--- src/rtl/imem_loader.sv ---
// Byte-stream program loader: parses framed bytes, writes 16-bit words to instruction memory,
// and releases the processor from reset once the frame checksum is verified.
module imem_loader #(
    parameter int unsigned MAX_WORDS = 256,
    parameter logic [7:0]  SYNC_BYTE = 8'hA5
) (
    input  logic        clk,
    input  logic        reset,
    input  logic        in_valid,
    input  logic [7:0]  in_data,
    output logic        in_ready,
    output logic        imem_we,
    output logic [15:0] imem_addr,
    output logic [15:0] imem_wdata,
    output logic        cpu_reset,
    output logic        done,
    output logic        error
);

    localparam logic [15:0] MaxWords = 16'(MAX_WORDS);

    typedef enum logic [2:0] {
        StIdle,
        StCntHi,
        StCntLo,
        StDataHi,
        StDataLo,
        StCheck,
        StDone,
        StErr
    } state_e;

    state_e      state;
    logic [7:0]  cnt_hi;
    logic [7:0]  data_hi;
    logic [7:0]  acc;
    logic [15:0] count;
    logic [15:0] index;

    logic        xfer;
    logic [15:0] count_new;
    logic [15:0] index_inc;

    always_comb begin
        xfer      = in_valid && in_ready;
        count_new = {cnt_hi, in_data};
        index_inc = index + 16'd1;
    end

    always_ff @(posedge clk) begin
        if (reset) begin
            state      <= StIdle;
            cnt_hi     <= 8'd0;
            data_hi    <= 8'd0;
            acc        <= 8'd0;
            count      <= 16'd0;
            index      <= 16'd0;
            in_ready   <= 1'b0;
            imem_we    <= 1'b0;
            imem_addr  <= 16'd0;
            imem_wdata <= 16'd0;
            cpu_reset  <= 1'b1;
            done       <= 1'b0;
            error      <= 1'b0;
        end else begin
            imem_we <= 1'b0;
            // Every state but DONE accepts bytes; the CHECK-pass branch below overrides this.
            if (state != StDone) begin
                in_ready <= 1'b1;
            end
            if (xfer) begin
                unique case (state)
                    StIdle, StErr: begin
                        if (in_data == SYNC_BYTE) begin
                            state <= StCntHi;
                            acc   <= 8'd0;
                            index <= 16'd0;
                            error <= 1'b0;
                        end
                    end
                    StCntHi: begin
                        cnt_hi <= in_data;
                        acc    <= acc ^ in_data;
                        state  <= StCntLo;
                    end
                    StCntLo: begin
                        count <= count_new;
                        acc   <= acc ^ in_data;
                        if (count_new > MaxWords) begin
                            state <= StErr;
                            error <= 1'b1;
                        end else if (count_new == 16'd0) begin
                            state <= StCheck;
                        end else begin
                            state <= StDataHi;
                        end
                    end
                    StDataHi: begin
                        data_hi <= in_data;
                        acc     <= acc ^ in_data;
                        state   <= StDataLo;
                    end
                    StDataLo: begin
                        acc        <= acc ^ in_data;
                        imem_we    <= 1'b1;
                        imem_wdata <= {data_hi, in_data};
                        imem_addr  <= {index[14:0], 1'b0};
                        index      <= index_inc;
                        state      <= (index_inc == count) ? StCheck : StDataHi;
                    end
                    StCheck: begin
                        if (in_data == acc) begin
                            state     <= StDone;
                            done      <= 1'b1;
                            cpu_reset <= 1'b0;
                            in_ready  <= 1'b0;
                        end else begin
                            state <= StErr;
                            error <= 1'b1;
                        end
                    end
                    default: ;
                endcase
            end
        end
    end

endmodule

--- config.mk ---
export PLATFORM = sky130hd
export DESIGN_NAME = imem_loader
export DESIGN_NICKNAME = d
export VERILOG_FILES = /design/src/rtl/imem_loader.sv
export SDC_FILE = /design/constraint.sdc
export NUM_CORES = 1
export LEC_CHECK = 0
export ABC_AREA = 1
export CORE_ASPECT_RATIO = 0.75
export CORE_MARGIN = 2
export CORE_UTILIZATION = 30
export CTS_CLUSTER_DIAMETER = 100
export DETAILED_ROUTE_END_ITERATION = 10
export PLACE_DENSITY = 0.48
export RECOVER_POWER = 50
export SKIP_CTS_REPAIR_TIMING = 1
export SLEW_MARGIN = 20
export SYNTH_ARGS = -nofsm -noshare
export SYNTH_HDL_FRONTEND = slang
export SYNTH_SLANG_ARGS = --single-unit
--- constraint.sdc ---
create_clock -name clk -period 2.1 [get_ports clk]
set_input_delay 0.21 -clock clk [delete_from_list [all_inputs] [get_ports clk]]
set_output_delay 0.21 -clock clk [all_outputs]
set_load 0.01 [all_outputs]
* Word level (Yosys, flattened, before mapping)
Cells that the tools add are included.
** Operators by class
- Bitwise gates (word level) :: 2
- Add/subtract/negate cells :: 1
- Multiplexer cells :: 19
- Order comparisons :: 1
- Reduce and logical (&&, ||, !) cells :: 19
- Equality and inequality tests :: 13
** Operator list (count)
- $pmux W16 S2 :: 1
- $pmux W3 S6 :: 1
- $add A16 B1 Y16 const B :: 1
- $eq A16 B16 Y1 :: 1
- $gt A16 B9 Y1 const B :: 1
- $logic_not A16 Y1 :: 1
- $mux W16 :: 1
- $pmux W8 S2 :: 1
- $mux W3 :: 4
- $reduce_and A3 Y1 :: 4
- $eq A3 B3 Y1 const B :: 3
- $mux W1 :: 9
- $eq A8 B8 Y1 :: 1
- $eq A8 B8 Y1 const B :: 1
- $mux W8 :: 1
- $reduce_and A2 Y1 :: 4
- $xor A8 B8 Y8 :: 1
- $eq A3 B2 Y1 const B :: 2
- $ne A2 B2 Y1 const B :: 3
- $reduce_bool A6 Y1 :: 1
- $reduce_and A5 Y1 :: 1
- $reduce_bool A2 Y1 :: 2
- $reduce_or A2 Y1 :: 2
- $reduce_or A4 Y1 :: 1
- other kinds (7) :: 7
** Storage, ports and cells
- Word-level logic and storage cells :: 68
- Bits in registers :: 95
- Output and inout port bits :: 37
- Input bits :: 11

* Depth between registers and ports, before layout
Gate-level depths: netlist of run 1.
- Depth after elaboration :: 5
- Mapped depth :: 15
- Depth with buffers taken out :: 15

* Worst setup path before layout of run 1
No wires, ideal clock.
- Path type :: register to register
- Start point :: reg index[1]
- End point :: reg state[1]
- Buffers on the path :: 0
- Path slack :: 0.412 ns
- Clock period less this slack :: 1.688 ns
- Data arrival time :: 1.556 ns
- Cell stages (with the launch flop) :: 13
- Data required time :: 1.968 ns
- Setup time :: 0.132 ns
- Path through :: dfxtp_1 ha_1 nand2_1 nor2_4 nand3_1 xnor3_1 nand2_1 nor2_1 nand3_1 nand2_1 nand2_1 nand2_1 a21oi_1
** Between the ends
- Longest elaborated chain between the ends :: 4
** Ends and longest elaborated chain
- from (decl) :: line 38 : logic [15:0] index;
- from (signal assigned) :: line 108 : index <= index_inc;
- $add A16 B1 Y16 :: line 47 : index_inc = index + 16'd1;
- $eq A16 B16 Y1 :: line 109 : state <= (index_inc == count) ? StCheck : StDataHi;
- $mux W3 :: line 109
- $pmux W3 S6 :: line 72 : unique case (state)
- to (signal assigned) :: line 75 : state <= StCntHi;
- to (signal assigned) :: line 109
- to (signal assigned) :: line 113 : state <= StDone;
- to (decl) :: line 33 : state_e state;
No other way between the ends.
A chain may end at the register's enable or synchronous reset.

* Final worst setup path of run 1
- Start point :: reg index[3]
- End point :: reg state[1]
The elaborated chain is that of the path after synthesis.

==> results.sh, run 1 <==
export IMPL_wire_per_inst_um=13.8
export IMPL_r2r_setup_slack_ps=170
export IMPL_via_count=4273
export IMPL_rsz0062_at_grt="true"
export IMPL_first_iter_violations=259
export IMPL_drv_cap=0
export IMPL_fin_nets=704
export IMPL_max_vdd_ir_drop_uv=436
export IMPL_outcome="completed"
export IMPL_drcViolationCount=0
export IMPL_wirelength_mm=12.4
export IMPL_die_x_um=145
export IMPL_clock_fmax_ghz=0.518
export IMPL_antenna_found_initial=0
export IMPL_final_antenna_net_count=0
export IMPL_critPathMaxFanout=5
export IMPL_cts_htree_levels=3
export IMPL_grt_ovfl_total=0
export IMPL_setup_viol=0
export IMPL_dpl_hpwl_mm=8.99
export IMPL_critPathRequiredTime_ps=2330
export IMPL_start_util_pct=30.7
export IMPL_io_pins=48
export IMPL_yosysUniqueCellTypes=34
export IMPL_netlist_instances=633
export IMPL_worstPathArrival_ps=2160
export IMPL_cellPowerDensity_nw_per_um2=633
export IMPL_worst_setup_path_start_kind="register"
export IMPL_num_antenna_cells=0
export IMPL_cts_tree="yes"
export IMPL_finalPower_mw=3.55
export IMPL_fin_hold_ws_ps=446
export IMPL_drive_above_1_share_pct=12.6
export IMPL_area_growth_syn_to_layout_pct=26.1
export IMPL_finalCritPeriodShare_pct=91.8
export IMPL_worst_setup_path_type="register to register"
export IMPL_routed_via_density=4.76
export IMPL_synth_edf_count=0
export IMPL_slew_viol_final=0
export IMPL_grt_first_pass_wirelength_mm=20.4
export IMPL_root_buffer="clkbuf_16"
export IMPL_max_slew_margin_pct=61.3
export IMPL_yosys_warnings=0
export IMPL_report_final_hold_viol_count=0
export IMPL_core_area_sq_um=14500
export IMPL_dieArea_sq_um=15800
export IMPL_hp_class="register to register"
export IMPL_cts_buffer_depth=2
export IMPL_finalCriticalPeriod_ps=1930
export IMPL_leakagePower_nw=2.29
export IMPL_grt_max_degree=42
export IMPL_critPathCaptureType="register"
export IMPL_synth_seq_cells=95
export IMPL_ys_seq_area_share_pct=42.8
export IMPL_synthArstFlopShare_pct=0
export IMPL_portBuffers=46
export IMPL_clkTransAtPathRegs_ps=70
export IMPL_synth_fp_nets=645
export IMPL_dr_pass1_iters=5
export IMPL_worstSkewPairLatency_ps=350
export IMPL_globalRouteTotalUtil_pct=16.8
export IMPL_syn_area_sq_um=4440
export IMPL_post_route_util_pct=38.8
export IMPL_place_congestion=0.888
export IMPL_grt_pass1_vias=3954
export IMPL_avgSynthCellArea_sq_um=7.02
export IMPL_die_h_um=109
export IMPL_tightest_slew_ps=578
export IMPL_cts_inserted_buffers=9
export IMPL_cts_num_sinks=95
export IMPL_skew_ps=6.56
export IMPL_rows=38
export IMPL_synth_main_ff_cell="dfxtp_1"
through the flow:
step	setup WS [ps]	cell area [sq um]	std cells	TNS, ps
3_5_place_dp	90.7	5270	880	0
6_report	171	5600	897	0
3_3_place_gp	125	5270	880	0
2_1_floorplan	412	4440	633	0
5_1_grt	-6.72	5600	897	-9.31
4_1_cts	73.7	5560	896	0
routing by layer:
layer	wire length [um]	up-vias	GRT usage [%]
met2	5260	87	24.8
met3	582	25	4.05
met1	6320	1980	23.9
met5	0	-	0
met4	248	0	5.83
li1	-	2181	-
flip-flops by register name, indices dropped and copies added, names as in the netlist:
| name | count |
|---|---|
| state | 3 |
| imem_we | 1 |
| count | 16 |
| error | 1 |
| data_hi | 8 |
| imem_addr | 15 |
| index | 16 |
| cnt_hi | 8 |
| in_ready | 1 |
| cpu_reset | 1 |
| imem_wdata | 16 |
| acc | 8 |
| done | 1 |
synth_stat cells (5+ instances only):
cell | number | area share [%]
inv_1 | 41 | 3.5
nand4_1 | 9 | 1.3
dfxtp_1 | 95 | 43
nand2_1 | 117 | 9.9
a21oi_1 | 62 | 7.0
nand3b_1 | 5 | 0.84
clkbuf_1 | 15 | 1.3
nor2_1 | 102 | 8.6
nand2_2 | 7 | 0.99
or3_1 | 6 | 0.84
xnor2_1 | 8 | 1.6
nand3_1 | 38 | 4.3
inv_2 | 13 | 1.1
nor3_1 | 5 | 0.56
o21ai_0 | 64 | 7.2
buf_2 | 7 | 0.79
nor2_4 | 8 | 2.0
layout make-up:
cell class,count,area [sq um]
well taps,200,250
flip-flops and latches,95,1910
clock inverters,6,52.6
clock buffers,10,239
inverters,56,210
fillers,1545,8850
repair buffers,74,689
multi-input cells,456,2260
path summary, 6_finish.rpt:
kind | cells past startpoint | from | end
max | 13 | index[3] | state[1]
min | 2 | error | error
max reg2reg | 13 | index[3] | state[1]
min reg2reg | 2 | error | error
where the power goes:
part / switching (mW) / internal [mW] / total [mW]
registers: 0.000848 / 1.80 / 1.80
logic: 0.0727 / 0.0450 / 0.118
clock network: 0.774 / 0.855 / 1.63
total: 0.848 / 2.70 / 3.55
cells by family (layout without fill, tap and decap cells):
| logic type | count (synthesis) | count (layout) | share of synthesized area [%] |
|---|---|---|---|
| and+or+nand+nor | 304 | 304 | 30.6 |
| AOI/OAI and AO/OA | 137 | 137 | 16.0 |
| DFF | 95 | 95 | 42.8 |
| buffers and inverters | 82 | 146 | 7.29 |
| xor gates and xnor gates | 13 | 13 | 2.87 |
| adders and majority gates | 1 | 1 | 0.281 |
| other | 1 | 1 | 0.0844 |
worst max-delay path: stages, from the launching register on:
cell	delay, ps
dfxtp_1	470
nand2_2	150
inv_2	90
nand2_1	50
nor2_1	200
nand4_1	180
nand3b_1	130
nand2_1	50
nor2_1	180
nand3_1	100
nand2_1	60
nand2_1	40
nand2_1	50
a21oi_1	60
cell usage in the layout, fill, tap and decap left out, types with 9 or more instances in the layout:
| cell | Yosys | final |
|---|---|---|
| clkdlybuf4s50_1 | 0 | 9 |
| nand3_1 | 38 | 36 |
| nand2_1 | 117 | 116 |
| buf_4 | 2 | 22 |
| o21ai_0 | 64 | 64 |
| dfxtp_1 | 95 | 92 |
| dlygate4sd3_1 | 0 | 37 |
| nor2_1 | 102 | 100 |
| clkbuf_16 | 0 | 9 |
| inv_2 | 13 | 11 |
| inv_1 | 41 | 43 |
| nand4_1 | 9 | 9 |
| a21oi_1 | 62 | 62 |
No activity file was read; power rests on OpenSTA's default activity.
==> inputs of run 2 (changes only) <==
--- a/config.mk
+++ b/config.mk
@@ -10,6 +10,7 @@
 export CORE_MARGIN = 2
 export CORE_UTILIZATION = 30
 export CTS_CLUSTER_DIAMETER = 100
+export CTS_CLUSTER_SIZE = 30
 export DETAILED_ROUTE_END_ITERATION = 10
 export PLACE_DENSITY = 0.48
 export RECOVER_POWER = 50
==> results of run 2 <==
No change in the layout: final DEF, timing and power equal those of run 1.
==> inputs of run 3 (changes only) <==
==> constraint.sdc (replaced) <==
create_clock -name clk -period 2.1 [get_ports clk]
set_input_delay 0.21 -clock clk [delete_from_list [all_inputs] [get_ports clk]]
set_output_delay 0.21 -clock clk [all_outputs]
set_load 0.005 [all_outputs]
==> results of run 3 <==
The final DEF is identical to that of run 1. Status: completed.
